### config.mk
export PLATFORM = sky130hd
export DESIGN_NAME = sar_logic
export DESIGN_NICKNAME = d
export VERILOG_FILES = /design/src/rtl/sar_pkg.sv /design/src/rtl/sar_timer.sv /design/src/rtl/sar_logic.sv
export SDC_FILE = /design/constraint.sdc
export NUM_CORES = 1
export LEC_CHECK = 0
export CELL_PAD_IN_SITES_DETAIL_PLACEMENT = 0
export CELL_PAD_IN_SITES_GLOBAL_PLACEMENT = 1
export CORE_MARGIN = 2
export CORE_UTILIZATION = 44
export DETAILED_ROUTE_END_ITERATION = 16
export GPL_ROUTABILITY_DRIVEN = 0
export MAX_ROUTING_LAYER = met4
export PLACE_DENSITY = 0.92
export SLEW_MARGIN = 10
export SYNTH_ARGS = -nofsm -noshare
export SYNTH_HDL_FRONTEND = slang
export SYNTH_SLANG_ARGS = --single-unit
### constraint.sdc
create_clock -name clk -period 3.75 [get_ports clk]
set_input_delay 1.125 -clock clk [delete_from_list [all_inputs] [get_ports clk]]
set_output_delay 1.125 -clock clk [all_outputs]
set_load 0.01 [all_outputs]
### src/rtl/sar_pkg.sv
// Shared types and defaults for the SAR conversion controller.
package sar_pkg;

  typedef enum logic [1:0] {
    IDLE,
    SETTLE,
    WAIT_CMP,
    DONE
  } sar_state_t;

  localparam int unsigned N_BITS_DEF      = 8;
  localparam int unsigned SETTLE_CYC_DEF  = 2;
  localparam int unsigned TIMEOUT_CYC_DEF = 64;

  // Shared timer must cover both the settle window (<=15) and the watchdog limit.
  function automatic int unsigned cnt_w(input int unsigned timeout_cyc);
    return $clog2((timeout_cyc > 16) ? timeout_cyc : 16);
  endfunction

  localparam int unsigned CNT_W = cnt_w(TIMEOUT_CYC_DEF);

endpackage

### src/rtl/sar_timer.sv
// Loadable up-counter with synchronous clear and a terminal-count compare.
module sar_timer #(
  parameter int unsigned W = 4
) (
  input  logic         clk,
  input  logic         rst,
  input  logic         i_clr,
  input  logic         i_ld,
  input  logic [W-1:0] i_ld_val,
  input  logic         i_en,
  input  logic [W-1:0] i_tc_val,
  output logic         o_tc_c
);

  logic [W-1:0] r_cnt;

  always_ff @(posedge clk) begin
    if (rst || i_clr) begin
      r_cnt <= '0;
    end else if (i_ld) begin
      r_cnt <= i_ld_val;
    end else if (i_en) begin
      r_cnt <= r_cnt + W'(1);
    end
  end

  assign o_tc_c = (r_cnt == i_tc_val);

endmodule

### src/rtl/sar_logic.sv
// Successive-approximation controller: drives CDAC trial code and comparator triggers.
// Optional comparator watchdog enabled with `define SAR_TIMEOUT_EN.
module sar_logic
  import sar_pkg::*;
#(
  parameter int unsigned N_BITS      = N_BITS_DEF,
  parameter int unsigned SETTLE_CYC  = SETTLE_CYC_DEF,
  parameter int unsigned TIMEOUT_CYC = TIMEOUT_CYC_DEF
) (
  input  logic              clk,
  input  logic              rst,
  input  logic              start,
  input  logic              cmp_rdy,
  input  logic              cmp_dec,
  output logic              cmp_trig,
  output logic [N_BITS-1:0] dac_p,
  output logic              eoc,
  output logic [N_BITS-1:0] dout,
  output logic              dout_vld,
  output logic              timeout_err
);

  localparam int unsigned TMR_W = cnt_w(TIMEOUT_CYC);
  localparam int unsigned IDX_W = (N_BITS > 1) ? $clog2(N_BITS) : 1;

  sar_state_t        r_state, w_state_nxt;
  logic [N_BITS-1:0] r_dac, w_dac_nxt;
  logic [N_BITS-1:0] r_dout, w_dout_nxt;
  logic [IDX_W-1:0]  r_idx, w_idx_nxt, w_idx_m1;
  logic              r_trig, w_trig_nxt;
  logic              r_eoc, w_eoc_nxt;
  logic              r_vld, w_vld_nxt;
  logic              r_terr, w_terr_nxt;

  logic              w_tmr_clr, w_tmr_en, w_tmr_tc, w_timeout, w_dec;
  logic [TMR_W-1:0]  w_tmr_tc_val;

`ifdef SAR_TIMEOUT_EN
  assign w_tmr_tc_val = (r_state == WAIT_CMP) ? TMR_W'(TIMEOUT_CYC - 1) : TMR_W'(SETTLE_CYC - 1);
  assign w_timeout    = (r_state == WAIT_CMP) && w_tmr_tc && !cmp_rdy;
`else
  assign w_tmr_tc_val = TMR_W'(SETTLE_CYC - 1);
  assign w_timeout    = 1'b0;
`endif

  // A watchdog expiry is resolved as a "Vin below trial" decision.
  assign w_dec    = cmp_rdy & cmp_dec;
  assign w_idx_m1 = r_idx - IDX_W'(1);

  sar_timer #(.W(TMR_W)) u_timer (
    .clk      (clk),
    .rst      (rst),
    .i_clr    (w_tmr_clr),
    .i_ld     (1'b0),
    .i_ld_val ('0),
    .i_en     (w_tmr_en),
    .i_tc_val (w_tmr_tc_val),
    .o_tc_c   (w_tmr_tc)
  );

  always_ff @(posedge clk) begin
    if (rst) begin
      r_state <= IDLE;
      r_dac   <= '0;
      r_dout  <= '0;
      r_idx   <= IDX_W'(N_BITS - 1);
      r_trig  <= 1'b0;
      r_eoc   <= 1'b0;
      r_vld   <= 1'b0;
      r_terr  <= 1'b0;
    end else begin
      r_state <= w_state_nxt;
      r_dac   <= w_dac_nxt;
      r_dout  <= w_dout_nxt;
      r_idx   <= w_idx_nxt;
      r_trig  <= w_trig_nxt;
      r_eoc   <= w_eoc_nxt;
      r_vld   <= w_vld_nxt;
      r_terr  <= w_terr_nxt;
    end
  end

  always_comb begin
    w_state_nxt = r_state;
    w_dac_nxt   = r_dac;
    w_dout_nxt  = r_dout;
    w_idx_nxt   = r_idx;
    w_trig_nxt  = 1'b0;
    w_eoc_nxt   = r_eoc;
    w_vld_nxt   = 1'b0;
    w_terr_nxt  = r_terr;
    w_tmr_clr   = 1'b0;
    w_tmr_en    = 1'b0;

    unique case (r_state)
      IDLE: begin
        if (start && !r_eoc) begin
          w_state_nxt            = SETTLE;
          w_dac_nxt              = '0;
          w_dac_nxt[N_BITS-1]    = 1'b1;
          w_idx_nxt              = IDX_W'(N_BITS - 1);
          w_tmr_clr              = 1'b1;
`ifdef SAR_TIMEOUT_EN
          w_terr_nxt             = 1'b0;
`endif
        end
      end
      SETTLE: begin
        if (!start) begin
          w_state_nxt = IDLE;
          w_dac_nxt   = '0;
          w_tmr_clr   = 1'b1;
        end else if (w_tmr_tc) begin
          w_trig_nxt  = 1'b1;
          w_state_nxt = WAIT_CMP;
          w_tmr_clr   = 1'b1;
        end else begin
          w_tmr_en    = 1'b1;
        end
      end
      WAIT_CMP: begin
        if (!start) begin
          w_state_nxt = IDLE;
          w_dac_nxt   = '0;
          w_tmr_clr   = 1'b1;
        end else if (cmp_rdy || w_timeout) begin
          if (!w_dec) w_dac_nxt[r_idx] = 1'b0;
          if (w_timeout) w_terr_nxt = 1'b1;
          w_tmr_clr = 1'b1;
          if (r_idx != '0) begin
            w_dac_nxt[w_idx_m1] = 1'b1;
            w_idx_nxt           = w_idx_m1;
            w_state_nxt         = SETTLE;
          end else begin
            w_dout_nxt  = w_dac_nxt;
            w_vld_nxt   = 1'b1;
            w_eoc_nxt   = 1'b1;
            w_state_nxt = DONE;
          end
        end else begin
          w_tmr_en = 1'b1;
        end
      end
      DONE: begin
        // eoc stays up until the divider drops start, preventing a re-trigger.
        if (!start) begin
          w_eoc_nxt   = 1'b0;
          w_state_nxt = IDLE;
        end
      end
      default: w_state_nxt = IDLE;
    endcase
  end

  assign cmp_trig    = r_trig;
  assign dac_p       = r_dac;
  assign eoc         = r_eoc;
  assign dout        = r_dout;
  assign dout_vld    = r_vld;
  assign timeout_err = r_terr;

endmodule

==> results.cfg <==
[power_and_ir_drop]
switching_power_mw = 0.1926
combPwrFrac = 0.127
p_int_mw = 0.5546
p_leak_nw = 0.8259
pwr-share-clk = 0.431
ir_drop_mv = 0.1640
p_seq_frac = 0.441
power.density_nw_per_um2 = 348.0
swShare = 0.2577

[floorplanning]
placementRows = 23
num_io_pins = 25
start_util = 0.4491
dieArea_um2 = 4547
die_x_um = 67.43
die_y_um = 67.43
coreArea_um2 = 3943

[sta]
rsz0062_at_grt = no
hold_violations = 0
slew_headroom = 0.4882
fin_skew_ns = 0.003139
fmax_mhz = 344.8
worst_pin_slew_ns = 0.7670
tns_ns = 0
fin_crit_sh = 0.7733
setup_viol = 0
min_period_ns = 2.900
drv_slew = 0

[grt]
gr-usage-all-layers = 0.2036
first_global_vias = 1405
antenna_found_initial = 0
grt_remaining_overflow = 0
grt_max_degree = 20
grt_pass1_wl_mm = 6.699

[cells_and_area]
synthToLayoutAreaGrowth_pct = 21.27
num_antenna_cells = 0
multi_input_area_um2 = 1077
seqCellArea_um2 = 600.6
layout_common_cells = 30 x dfxtp_1, 23 x clkdlybuf4s50_1, 22 x a21oi_1
fin_nets = 245
layout-drive-gt1-share = 0.08225
final_util = 0.5446
layout_commonest_cell = dfxtp_1
fill_cells = 382

[worst_setup_path]
critPathCaptureType = flop
worst-path-max-fanout = 16
worst_ep_arrival_time_ns = 3.08
cp-start-kind = input pin
r2r_slack_ns = 1.51
reg2reg_from = r_state[0]
worstSetupStartpoint = start
worstPathCellList = clkdlybuf4s50_1 > nor2b_1 > o2111ai_1 > a21oi_1 > a221oi_1
reg2reg_to = u_timer.r_cnt[4]
cp.required_ns = 3.93
ff2ff_path_depth = 6
worstSetupPathType = in -> reg
crit_end = dac_p[7]
critical_path.max_stage_delay_ns = 0.66
slowest_stage = clkdlybuf4s50_1

[drt]
vias = 1606
final_antenna_net_count = 0
wl_per_cell_um = 14.56
drt-total-wl_mm = 4.091
m1WireLength_mm = 1.976
met3_length_um = 157
dr_wl_met2_mm = 1.871
vias_per_cell = 5.715
drcViolationCount = 0
drtPass1Iterations = 4
drt_iter0_markers = 105
top_layer_used = met4

[yosys]
synth_top_area_frac = 0.3392
yosysSeqAreaShare = 0.3392
synth-seq-cells = 30
synth_fp_nets = 221
synth_top_cell_by_area = dfxtp_1
ys_types = 53
yosys_most_used_dff = dfxtp_1
synthTopCellsByArea = dfxtp_1 34%, ha_1 7.1%, a21oi_1 6.2%
netlist_area_um2 = 1770
async_flop_share = 0
ys_warn_count = 0
avgSynthCellArea_um2 = 8.594
synth-edff-count = 0
synth_cells = 206

[cts]
hold_buffers = 0
htreeDepth = 2
clock_sinks = 30
clk_pin_slew_ns = 0.06
ctsLongestPathBuffers = 2
tritoncts = built
cts_resized = 0
clk_latency_ns = 0.28
post_cts_buffers = 0
cts-root-buf = clkbuf_8
cts_made_buffers = 5

[outcome]
status = finished, final reports clean

[worst_hold_path]
hold_path_class = reg -> reg

[flow_run]
drv_cap = 0

[place]
io_buffers = 23
hpwlAfterDp_mm = 3.024
[layer usage]
layer	vias to the layer above	track usage
met2	36	0.2847
met1	763	0.2779
met4	0	0.08418
li1	798	-
met5	-	-
met3	9	0.05167
[through the flow]
step,hold slack (ns),std cells,total power [mW],area (um^2),worst slack (ns)
global placement,0.4424,273,0.4303,2038,0.6608
global route,0.4854,281,0.7755,2147,0.6430
floorplan,0.4805,206,0.4039,1770,1.571
finish,0.4545,281,0.7472,2147,0.8499
CTS,0.4624,281,0.7537,2147,0.8714
detailed placement,0.4535,273,0.4308,2038,0.5842
[state kept, by name, summed over array words and instances, names as in the netlist]
signal	count
eoc	1
dout	8
r_idx	3
r_state	2
dac_p	8
cmp_trig	1
u_timer.r_cnt	6
dout_vld	1
[cells by family (layout without fill, tap and decap cells)]
kind of cell,after synthesis,count (layout),share of synthesized area
and+or+nand+nor,64,64,0.2092
DFF,30,30,0.3392
adders and majority gates,10,10,0.07067
AOI/OAI and AO/OA,70,70,0.2770
xor gates and xnor gates,2,2,0.009896
muxes,7,7,0.03958
buffers and inverters,22,47,0.05229
other,1,1,0.002118
[power by group through the flow]
stage	clock [mW]	sequential (mW)	combinational [mW]
floorplan	0	0.337	0.0673
global placement	0	0.337	0.0935
detailed placement	0	0.337	0.0939
CTS	0.330	0.330	0.0944
global route	0.340	0.331	0.105
finish	0.322	0.330	0.0951
[worst max-delay path: cells and delay by family]
family	cells	cell delay [ns]
buffers and inverters	1	0.66
and+or+nand+nor	1	0.27
AOI/OAI and AO/OA	3	1.01
[worst min-delay path by stage]
stage,start,endpoint,slack [ns],cells after the start
3_3_place_gp,dout[7],dout[7],0.44,2
2_1_floorplan,dout[7],dout[7],0.48,2
6_report,dout[7],dout[7],0.45,2
3_5_place_dp,dout[7],dout[7],0.45,2
4_1_cts,dout[7],dout[7],0.46,2
5_1_grt,dout[7],dout[7],0.49,2
[synthesized netlist by cell type (4+ instances only)]
cell,n
dfxtp_1,30
a21oi_1,22
nand2_1,16
inv_1,14
o21ai_0,13
nor2_1,12
ha_1,10
a21boi_0,8
nand2b_1,8
mux2i_1,7
nand3_1,5
a211oi_1,4
nor2b_1,4
[layout make-up]
type                       count  area share
inverter                      14     0.02448
multi-input combinational    154      0.5017
tap                           50     0.02914
timing repair buffer          25      0.1142
clock buffer                   5     0.03205
clock inverter                 3     0.01865
sequential                    30      0.2797
No activity file was read; power rests on OpenSTA's default activity.
